==> config.mk <==
export PLATFORM = sky130hd
export DESIGN_NAME = mult_div_ctrl
export DESIGN_NICKNAME = d
export VERILOG_FILES = /design/src/rtl/mult_div_ctrl.sv
export SDC_FILE = /design/constraint.sdc
export NUM_CORES = 1
export LEC_CHECK = 0
export ABC_AREA = 1
export CAP_MARGIN = 0
export CORE_MARGIN = 2
export CORE_UTILIZATION = 33
export DETAILED_ROUTE_END_ITERATION = 16
export GPL_TIMING_DRIVEN = 0
export HOLD_SLACK_MARGIN = 0.05
export PLACE_DENSITY = 0.61
export REMOVE_ABC_BUFFERS = 1
export SLEW_MARGIN = 20
export SYNTH_ARGS = -nofsm -noshare
export SYNTH_HDL_FRONTEND = slang
export SYNTH_SLANG_ARGS = --single-unit
==> constraint.sdc <==
create_clock -name clock -period 23.8 [get_ports clock]
set_input_delay 4.76 -clock clock [delete_from_list [all_inputs] [get_ports clock]]
set_output_delay 4.76 -clock clock [all_outputs]
set_load 0.02 [all_outputs]
==> src/rtl/mult_div_ctrl.sv <==
// Iterative signed multiply/divide controller: radix-2 Booth multiply and
// restoring divide on magnitudes, WIDTH iterations each, results to HI/LO.
module mult_div_ctrl #(
  parameter int WIDTH = 32
) (
  input  logic             clock,
  input  logic             reset,
  input  logic             start,
  input  logic             op,
  input  logic [WIDTH-1:0] src_a,
  input  logic [WIDTH-1:0] src_b,
  output logic             busy,
  output logic             done,
  output logic             div0,
  output logic [WIDTH-1:0] hi_out,
  output logic [WIDTH-1:0] lo_out,
  output logic             hi_write,
  output logic             lo_write
);

  localparam int CW = $clog2(WIDTH + 1);
  localparam logic [CW-1:0] LAST_STEP = CW'(WIDTH - 1);

  localparam logic [2:0] IDLE   = 3'd0;
  localparam logic [2:0] MULT   = 3'd1;
  localparam logic [2:0] DIV    = 3'd2;
  localparam logic [2:0] FINISH = 3'd3;
  localparam logic [2:0] EXC    = 3'd4;

  logic [2:0]       state;
  logic [CW-1:0]    count;
  logic             opReg;
  logic [WIDTH-1:0] multiplicand;
  logic [2*WIDTH:0] acc;
  logic [WIDTH-1:0] rem;
  logic [WIDTH-1:0] quo;
  logic [WIDTH-1:0] divisorMag;
  logic             negQuo;
  logic             negRem;

  logic [WIDTH-1:0] magA;
  logic [WIDTH-1:0] magB;
  logic [WIDTH:0]   extA;
  logic [WIDTH:0]   accTop;
  logic [WIDTH:0]   boothSum;
  logic [2*WIDTH:0] accNext;
  logic [WIDTH:0]   shifted;
  logic [WIDTH:0]   diff;
  logic [WIDTH-1:0] remNext;
  logic [WIDTH-1:0] quoNext;
  logic [WIDTH-1:0] divHi;
  logic [WIDTH-1:0] divLo;

  assign busy = (state != IDLE);

  // Magnitude of the most negative value stays representable as unsigned.
  assign magA = src_a[WIDTH-1] ? -src_a : src_a;
  assign magB = src_b[WIDTH-1] ? -src_b : src_b;

  // Booth add is done one bit wider so the most negative multiplicand
  // cannot overflow before the arithmetic shift.
  always_comb begin
    extA   = {multiplicand[WIDTH-1], multiplicand};
    accTop = {acc[2*WIDTH], acc[2*WIDTH:WIDTH+1]};
    case (acc[1:0])
      2'b01:   boothSum = accTop + extA;
      2'b10:   boothSum = accTop - extA;
      default: boothSum = accTop;
    endcase
    accNext = {boothSum, acc[WIDTH:1]};
  end

  always_comb begin
    shifted = {rem, quo[WIDTH-1]};
    diff    = shifted - {1'b0, divisorMag};
    if (!diff[WIDTH]) begin
      remNext = diff[WIDTH-1:0];
      quoNext = {quo[WIDTH-2:0], 1'b1};
    end else begin
      remNext = shifted[WIDTH-1:0];
      quoNext = {quo[WIDTH-2:0], 1'b0};
    end
  end

  assign divLo = negQuo ? -quo : quo;
  assign divHi = negRem ? -rem : rem;

  always_ff @(posedge clock or posedge reset) begin
    if (reset) begin
      state        <= IDLE;
      count        <= '0;
      opReg        <= 1'b0;
      multiplicand <= '0;
      acc          <= '0;
      rem          <= '0;
      quo          <= '0;
      divisorMag   <= '0;
      negQuo       <= 1'b0;
      negRem       <= 1'b0;
      hi_out       <= '0;
      lo_out       <= '0;
      done         <= 1'b0;
      div0         <= 1'b0;
      hi_write     <= 1'b0;
      lo_write     <= 1'b0;
    end else begin
      done     <= 1'b0;
      div0     <= 1'b0;
      hi_write <= 1'b0;
      lo_write <= 1'b0;
      case (state)
        IDLE: begin
          if (start) begin
            opReg        <= op;
            count        <= '0;
            multiplicand <= src_a;
            acc          <= {{WIDTH{1'b0}}, src_b, 1'b0};
            rem          <= '0;
            quo          <= magA;
            divisorMag   <= magB;
            negQuo       <= src_a[WIDTH-1] ^ src_b[WIDTH-1];
            negRem       <= src_a[WIDTH-1];
            if (!op)
              state <= MULT;
            else if (src_b == '0)
              state <= EXC;
            else
              state <= DIV;
          end
        end
        MULT: begin
          acc   <= accNext;
          count <= count + CW'(1);
          if (count == LAST_STEP)
            state <= FINISH;
        end
        DIV: begin
          rem   <= remNext;
          quo   <= quoNext;
          count <= count + CW'(1);
          if (count == LAST_STEP)
            state <= FINISH;
        end
        FINISH: begin
          hi_out   <= opReg ? divHi : acc[2*WIDTH:WIDTH+1];
          lo_out   <= opReg ? divLo : acc[WIDTH:1];
          done     <= 1'b1;
          hi_write <= 1'b1;
          lo_write <= 1'b1;
          state    <= IDLE;
        end
        EXC: begin
          div0  <= 1'b1;
          state <= IDLE;
        end
        default: state <= IDLE;
      endcase
    end
  end

endmodule

==> implementation parameters, run 1 <==
Parameter                              Value

Outcome
  Result of the run    complete, no violations

Timing
  Highest achievable clock rate    139 MHz
  Setup repair after global routing missed its margin    no
  Slew margin rel.    32.2%
  Final Critical Period    7.19 ns
  Max-slew violation count    0
  Final clock period utilization by the worst path    30.2%
  Setup Viol. Count Final    0
  Clock skew after layout    0.0172 ns
  Worst Max-Slew Pin Slew    1.02 ns
  Total Negative Setup Slacks    0 ns
  Endpoints failing hold    0

Yosys
  Library cell with the largest summed area after synthesis    dfrtp_1
  Register area share after synthesis    31.9%
  Synth Cell Area    0.0212 mm²
  Area share of the leading cell type in the synthesized netlist    31.9%
  Post-synthesis average cell area    6.40 µm²
  Number of flops mapped to enable cells by yosys    0
  Number of different library cells in the post-synthesis netlist    52
  Async set-or-reset flop fraction in the synthesized netlist    100%
  Cell types occupying the most area after synthesis    dfrtp_1, nand2_1, inv_1
  YS warnings    0
  Gate Count Post-Synth    3306
  Number of register bits inferred by synthesis    270
  Top FF cell, synth    dfrtp_1

Critical path
  Reg2reg setup slack    20.09 ns
  CP max FO    57
  Cells along the critical path    clkdlybuf4s50_1, inv_1, nor2_4, inv_4, buf_16, nor2_4, inv_2, a21oi_1, nand2_1, o21ai_0, inv_1
  Reg-to-reg critical path endpoint    acc[64]
  Buffering stage count on the worst path with inverters included    6
  Stages on worst setup path    11
  Data arrival time of the critical path    7.64 ns
  R2r startpoint    multiplicand[0]
  Largest stage delay on the critical path    0.62 ns
  Category of the worst setup path launch point    primary input
  Worst EP required    24.25 ns
  Crit Path Category    primary input to flip-flop
  Max stage delay cell, worst path    nor2_4
  Crit path max-delay family    buffers and inverters
  Kind of end point of the critical path    flip-flop
  Depth of the worst register-to-register path    21

Clocking
  Hold bufs inserted after CTS    0
  Number of CTS-inserted buffers    35
  Number of buffers inserted by post-CTS setup repair    0
  Count of instances resized after the clock tree is built    0
  Max clock buf depth    3
  TritonCTS clock tree    built
  Sink count of the clock tree    270
  Clock Pin Slew Worst Setup and Hold Paths    0.06 ns
  Maximum level of the CTS H-tree    2
  Clock latency of the later-clocked register in the worst-skew pair    0.57 ns
  Clock root cell    clkbuf_16

Layout
  Cell Count, Final, Fillers Out    4253
  FF+latch area    0.00676 mm²
  Area of the multi-input gates    0.0120 mm²
  Antenna cell count    0
  Post-synthesis to final-layout area growth    15.6%
  Util after Layout    38.7%
  Ratio of cells with drive above 1 in the final layout    3.93%
  Fill cells    6815
  Net total in the final layout    3523

Global routing
  Congestion Overflow GR    0
  Peak-usage layer in the global routing report    met2
  Global-route wire length before repair    115 mm
  Met2 Resource Use GR    34.8%
  Number of antenna violations at the first check in global routing    2
  Tot GR Track Use    22.2%
  Met1 usage    31.3%
  Via count of the first global-routing pass    19900
  Met3 demand-to-capacity share in global routing    3.41%
  Pin count of the biggest net entering global routing    102

Die
  Core Box Area    0.0633 mm²
  Full die area    0.0662 mm²
  Overall die width    257 µm
  Number of placed I/O pins    137
  Row Count    92
  Initial standard-cell utilization of the core    33.4%
  Vertical die dimension    257 µm

Routing
  Detailed Route Iter0 Violations    1687
  Average wire length per cell after detail routing    17.5 µm
  Total wire length after detailed routing    74.2 mm
  DR vias    21400
  Post-route DRC violation count    0
  Antenna-violating nets left    0
  Via/cell ratio    5.03
  Router iterations before antenna repair    5

Pwr
  Switching Share    54.4%
  Switching power    2.26 mW
  Seq pwr share    21.7%
  Clock network fraction of design power    12.9%
  Power density over the cells    170 mW/mm²
  Total leakage power    12.5 nW
  PnR Total Power    4.16 mW
  Comb pwr share    65.4%
  Total internal power    1.89 mW
  Largest voltage drop on the vdd net    0.0716 mV

Hold path
  Destination of the worst hold path    hi_out[14]
  Worst hold path depth    2
  Hold wc startpoint    hi_out[14]
  Classification of the worst-slack hold path    flip-flop to flip-flop

Placement
  IO Port Bufs    136
  Detailed-placement wirelength estimate    57.8 mm
  Last weighted congestion value of the routability-driven placer    0.934
  Instance count after placement with tap cells included    4191

Run
  Max_cap viols    0
## power groups by stage
| stage | Clock (mW) | Sequential (mW) | Combinational (mW) |
|---|---|---|---|
| 6_report | 0.535 | 0.904 | 2.72 |
| 5_1_grt | 0.562 | 0.934 | 3.05 |
| 4_1_cts | 0.544 | 0.899 | 2.69 |
| 3_5_place_dp | 0 | 0.905 | 2.68 |
| 3_3_place_gp | 0 | 0.904 | 2.65 |
| 2_1_floorplan | 0 | 0.887 | 1.83 |
## sequential cells by signal, indices dropped and copies added, names as in the netlist
name	flops
acc	65
divisorMag	32
hi_out	32
lo_out	32
multiplicand	32
quo	32
rem	32
count	6
state	3
div0	1
lo_write	1
negQuo	1
opReg	1
## cells in the mapped netlist (3+ instances only)
| cell type | instances |
|---|---|
| o221ai_1 | 54 |
| nand2_2 | 8 |
| o21bai_1 | 12 |
| o211ai_1 | 27 |
| nor2_1 | 299 |
| ha_1 | 71 |
| nand2_1 | 1074 |
| nand2_4 | 4 |
| buf_2 | 22 |
| nand3_2 | 12 |
| nand3b_1 | 19 |
| o21ai_1 | 9 |
| nor4_1 | 6 |
| a21o_1 | 3 |
| nor3_1 | 34 |
| dfrtp_1 | 270 |
| buf_4 | 10 |
| o31ai_1 | 6 |
| o2111ai_1 | 5 |
| xnor2_1 | 20 |
| and2_1 | 6 |
| xor2_1 | 67 |
| nand4_1 | 36 |
| a31oi_1 | 14 |
| nor3_2 | 5 |
| o21ai_0 | 174 |
| inv_2 | 11 |
| o22ai_1 | 22 |
| inv_1 | 503 |
| a21oi_1 | 178 |
| clkbuf_1 | 62 |
| or2_2 | 4 |
| a31o_2 | 3 |
| and3_1 | 3 |
| nor2_2 | 5 |
| nand3_1 | 220 |
| buf_1 | 8 |
## metrics by stage
| step | hold WS [ns] | worst slack, ns | cell area (µm²) |
|---|---|---|---|
| CTS | 0.482 | 16.66 | 24500 |
| floorplan | 0.446 | 11.60 | 20600 |
| detailed placement | 0.465 | 16.09 | 23400 |
| global route | 0.492 | 16.46 | 24500 |
| global placement | 0.463 | 6.80 | 23000 |
| finish | 0.477 | 16.61 | 24500 |
## layout make-up
type / count / share of cell area, %
clock inverter: 13 / 0.485
inverter: 514 / 7.96
sequential: 270 / 27.6
timing repair buffer: 148 / 6.55
clock buffer: 49 / 4.12
multi-input combinational: 2413 / 48.9
tap: 846 / 4.32
## layout by cell type (no fill, tap or decap), types with 6 or more instances in the layout
master	instances
clkinv_2	6
o21ai_1	9
nand2_2	9
xnor2_1	20
o21bai_1	12
clkbuf_1	7
a21oi_1	178
inv_2	9
o21ai_0	174
o221ai_1	54
nand3b_1	19
nand4_1	36
clkbuf_16	36
nor4_1	6
clkbuf_8	6
and2_1	6
o211ai_1	27
clkdlybuf4s50_1	135
o31ai_1	6
nand3_1	220
dfrtp_1	268
nor3_1	33
xor2_1	67
nand2_1	1073
ha_1	70
nand3_2	12
o22ai_1	22
a31oi_1	14
nor2_1	297
inv_1	500
## how the worst max path moves through the flow
stage | start | endpoint
final | start | divisorMag[27]
after global routing | start | divisorMag[27]
after CTS | start | divisorMag[27]
after detailed placement | start | divisorMag[27]
after global placement | start | divisorMag[27]
after floorplan | reset | acc[0]
## cells by family (layout without fill, tap and decap cells)
group	count (synthesis)	count (layout)	share of synthesized area [%]
flip-flops	270	270	31.9
AO/OA/AOI/OAI	515	515	14.2
adder cells (fa/ha/maj)	73	73	4.38
AND/OR/NAND/NOR	1738	1738	34.2
buffers and inverters	623	724	11.7
XOR/XNOR	87	87	3.60
## metal layers
metal	vias to the layer above	routed length [µm]
li1	10800	-
met1	9899	34600
met2	628	32700
met3	109	4590
met4	4	2310
met5	-	23
## tightest hold or removal path, delay by kind of cell (launching register included)
family | cells | cell delay, ns
flops | 1 | 0.34
simple gates | 2 | 0.10
(Power assumes the default switching activity.)
==> run 2, diff against run 1 <==
==> constraint.sdc (replaced) <==
create_clock -name clock -period 7.1 [get_ports clock]
set_input_delay 1.42 -clock clock [delete_from_list [all_inputs] [get_ports clock]]
set_output_delay 1.42 -clock clock [all_outputs]
set_load 0.02 [all_outputs]
==> results of run 2 <==
Same layout as run 1 (identical final DEF). Status: complete, no violations.
Among the figures that moved: setup slack after placement 16.09 ns -> 2.73 ns; setup slack after layout 16.61 ns -> 3.25 ns; register-to-register setup slack 20.09 ns -> 3.39 ns; total power 4.16 mW -> 13.9 mW; worst IR drop on VDD 0.0716 mV -> 0.240 mV
==> run 3, diff against run 2 <==
==> constraint.sdc (replaced) <==
create_clock -name clock -period 3.95 [get_ports clock]
set_input_delay 0.79 -clock clock [delete_from_list [all_inputs] [get_ports clock]]
set_output_delay 0.79 -clock clock [all_outputs]
set_load 0.02 [all_outputs]
==> run 3 against run 2 <==
Against the previous run:
- total power rose by 80%
- worst setup slack got worse by 2.9 ns
- count of clock-buffer cells in the layout did not move
- cell count barely moved
- clock skew rose by 0.0010 ns
==> implementation parameters, run 3 (synthesized netlist as in run 1, its figures left out) <==
Parameter                              Value

Outcome
  Result of the run    complete, no violations

Timing
  Worst Max-Slew Pin Slew    1.03 ns
  Endpoints failing hold    0
  Final Critical Period    3.60 ns
  Setup Viol. Count Final    0
  Clock skew after layout    0.0182 ns
  Max-slew violation count    0
  Highest achievable clock rate    278 MHz
  Slew margin rel.    31.4%
  Final clock period utilization by the worst path    91.2%
  Min setup slack post-route    0.347 ns
  Setup repair after global routing missed its margin    no

Critical path
  Depth of the worst register-to-register path    18
  CP max FO    19
  Crit Path Category    flip-flop to flip-flop
  R2r startpoint    acc[0]
  Kind of end point of the critical path    flip-flop
  Worst EP required    4.39 ns
  Reg-to-reg critical path endpoint    acc[58]
  Reg2reg setup slack    0.35 ns
  Data arrival time of the critical path    4.05 ns
  Category of the worst setup path launch point    flip-flop

Clocking
  Number of CTS-inserted buffers    35
  Clock Pin Slew Worst Setup and Hold Paths    0.06 ns
  Clock root cell    clkbuf_16
  TritonCTS clock tree    built
  Clock latency of the later-clocked register in the worst-skew pair    0.56 ns
  Max clock buf depth    3
  Sink count of the clock tree    270
  Number of buffers inserted by post-CTS setup repair    0
  Maximum level of the CTS H-tree    2

Routing
  Router iterations before antenna repair    5
  Total wire length after detailed routing    74.3 mm
  Post-route DRC violation count    0
  DR vias    21400
  Detailed Route Iter0 Violations    1603
  Via/cell ratio    5.02
  Antenna-violating nets left    0
  Average wire length per cell after detail routing    17.5 µm

Die
  Row Count    92
  Number of placed I/O pins    137
  Initial standard-cell utilization of the core    33.4%
  Core Box Area    0.0633 mm²
  Overall die width    257 µm
  Vertical die dimension    257 µm
  Full die area    0.0662 mm²

Layout
  Commonest non-fill, non-tap cells in the layout    nand2_1, inv_1, nor2_1
  Cell Count, Final, Fillers Out    4254
  Util after Layout    38.7%
  Post-synthesis to final-layout area growth    15.7%
  Antenna cell count    0
  Net total in the final layout    3524
  Largest reg by FF count    acc
  Max reg flops    65
  Final standard cell area without fillers    0.0245 mm²
  Commonest non-fill, non-tap cell in the layout    nand2_1
  Ratio of cells with drive above 1 in the final layout    4.02%

Global routing
  Pin count of the biggest net entering global routing    102
  Congestion Overflow GR    0
  Tot GR Track Use    22.2%
  Number of antenna violations at the first check in global routing    2
  Global-route wire length before repair    115 mm
  Via count of the first global-routing pass    19900

Placement
  Area after DPL    0.0234 mm²
  Last weighted congestion value of the routability-driven placer    0.934
  Detailed-placement wirelength estimate    57.8 mm
  Pre-CTS setup slack    0.209 ns
  IO Port Bufs    136
  Instance count after placement with tap cells included    4191

Pwr
  Comb pwr share    65.4%
  Switching Share    54.4%
  Total internal power    11.4 mW
  Power density over the cells    1020 mW/mm²
  Seq pwr share    21.8%
  Clock network fraction of design power    12.9%
  Largest voltage drop on the vdd net    0.431 mV
  Switching power    13.6 mW
  Total leakage power    12.5 nW

Hold path
  Worst hold path depth    2
  Destination of the worst hold path    hi_out[14]
  Classification of the worst-slack hold path    flip-flop to flip-flop
  Hold wc startpoint    hi_out[14]

Run
  Max_cap viols    0
run 3: changes by cell type in the layout (fill, tap and decap cells not counted):
cell / before / now
inv_1: 500 / 499
clkinvlp_2: 0 / 1
nor3_2: 5 / 6
clkinvlp_4: 3 / 4
nor3_1: 33 / 32
run 3: cell type report:
cell class	count	area, µm²
multi-input combinational	2413	12000
tap	846	1060
sequential	270	6760
timing repair inverter	1	5.00
inverter	514	1950
timing repair buffer	148	1600
clock buffer	49	1010
clock inverter	13	119
fill	6817	38800
run 3: worst max path at each step:
stage                   from              to  slack (ns)
floorplan              reset          acc[0]       -4.28
global placement       start  divisorMag[27]       -9.08
detailed placement     start  divisorMag[27]        0.21
CTS                 state[2]         quo[20]        0.25
global route          acc[0]         acc[58]        0.03
finish                acc[0]         acc[58]        0.35
run 3: repair_timing:
| item | CTS | global route |
|---|---|---|
| hold buffers | 0 | 0 |
| gates resized for setup | 0 | 2 |
| endpoints found under the setup margin | 0 | 5 |
run 3: worst max-delay path, stage by stage (launching register included):
cell	delay, ns
dfrtp_1	0.35
inv_1	0.08
ha_2	0.44
clkinvlp_4	0.34
nand2_1	0.17
nand2_1	0.12
a21oi_1	0.17
xor2_1	0.32
ha_1	0.36
nand2_1	0.13
inv_1	0.06
a21oi_1	0.22
nand2_1	0.08
a21oi_1	0.28
nand2_1	0.09
nand2_1	0.07
nand3_1	0.06
nand2_1	0.09
nand2_1	0.05
run 3: stage by stage:
stage | power (mW) | setup TNS, ns | hold slack [ns]
finish | 25.1 | 0 | 0.477
global route | 27.4 | 0 | 0.492
CTS | 24.9 | 0 | 0.482
detailed placement | 21.6 | 0 | 0.465
global placement | 21.4 | -3846.74 | 0.463
floorplan | 16.4 | -1547.41 | 0.446
run 3: power by group through the flow:
| stage | clock network, mW | logic (mW) | registers (mW) |
|---|---|---|---|
| after floorplan | 0 | 11.0 | 5.35 |
| after global placement | 0 | 15.9 | 5.45 |
| after detailed placement | 0 | 16.1 | 5.45 |
| after CTS | 3.28 | 16.2 | 5.42 |
| after global routing | 3.38 | 18.4 | 5.63 |
| final | 3.22 | 16.4 | 5.45 |
run 3: layer usage:
| layer | vias to the layer above | routed length (µm) | global-route usage, % |
|---|---|---|---|
| met1 | 9889 | 34900 | 31.3 |
| met2 | 598 | 32700 | 34.8 |
| met3 | 101 | 4460 | 3.41 |
| li1 | 10800 | - | - |
| met5 | - | 23 | 0 |
| met4 | 4 | 2220 | 6.87 |
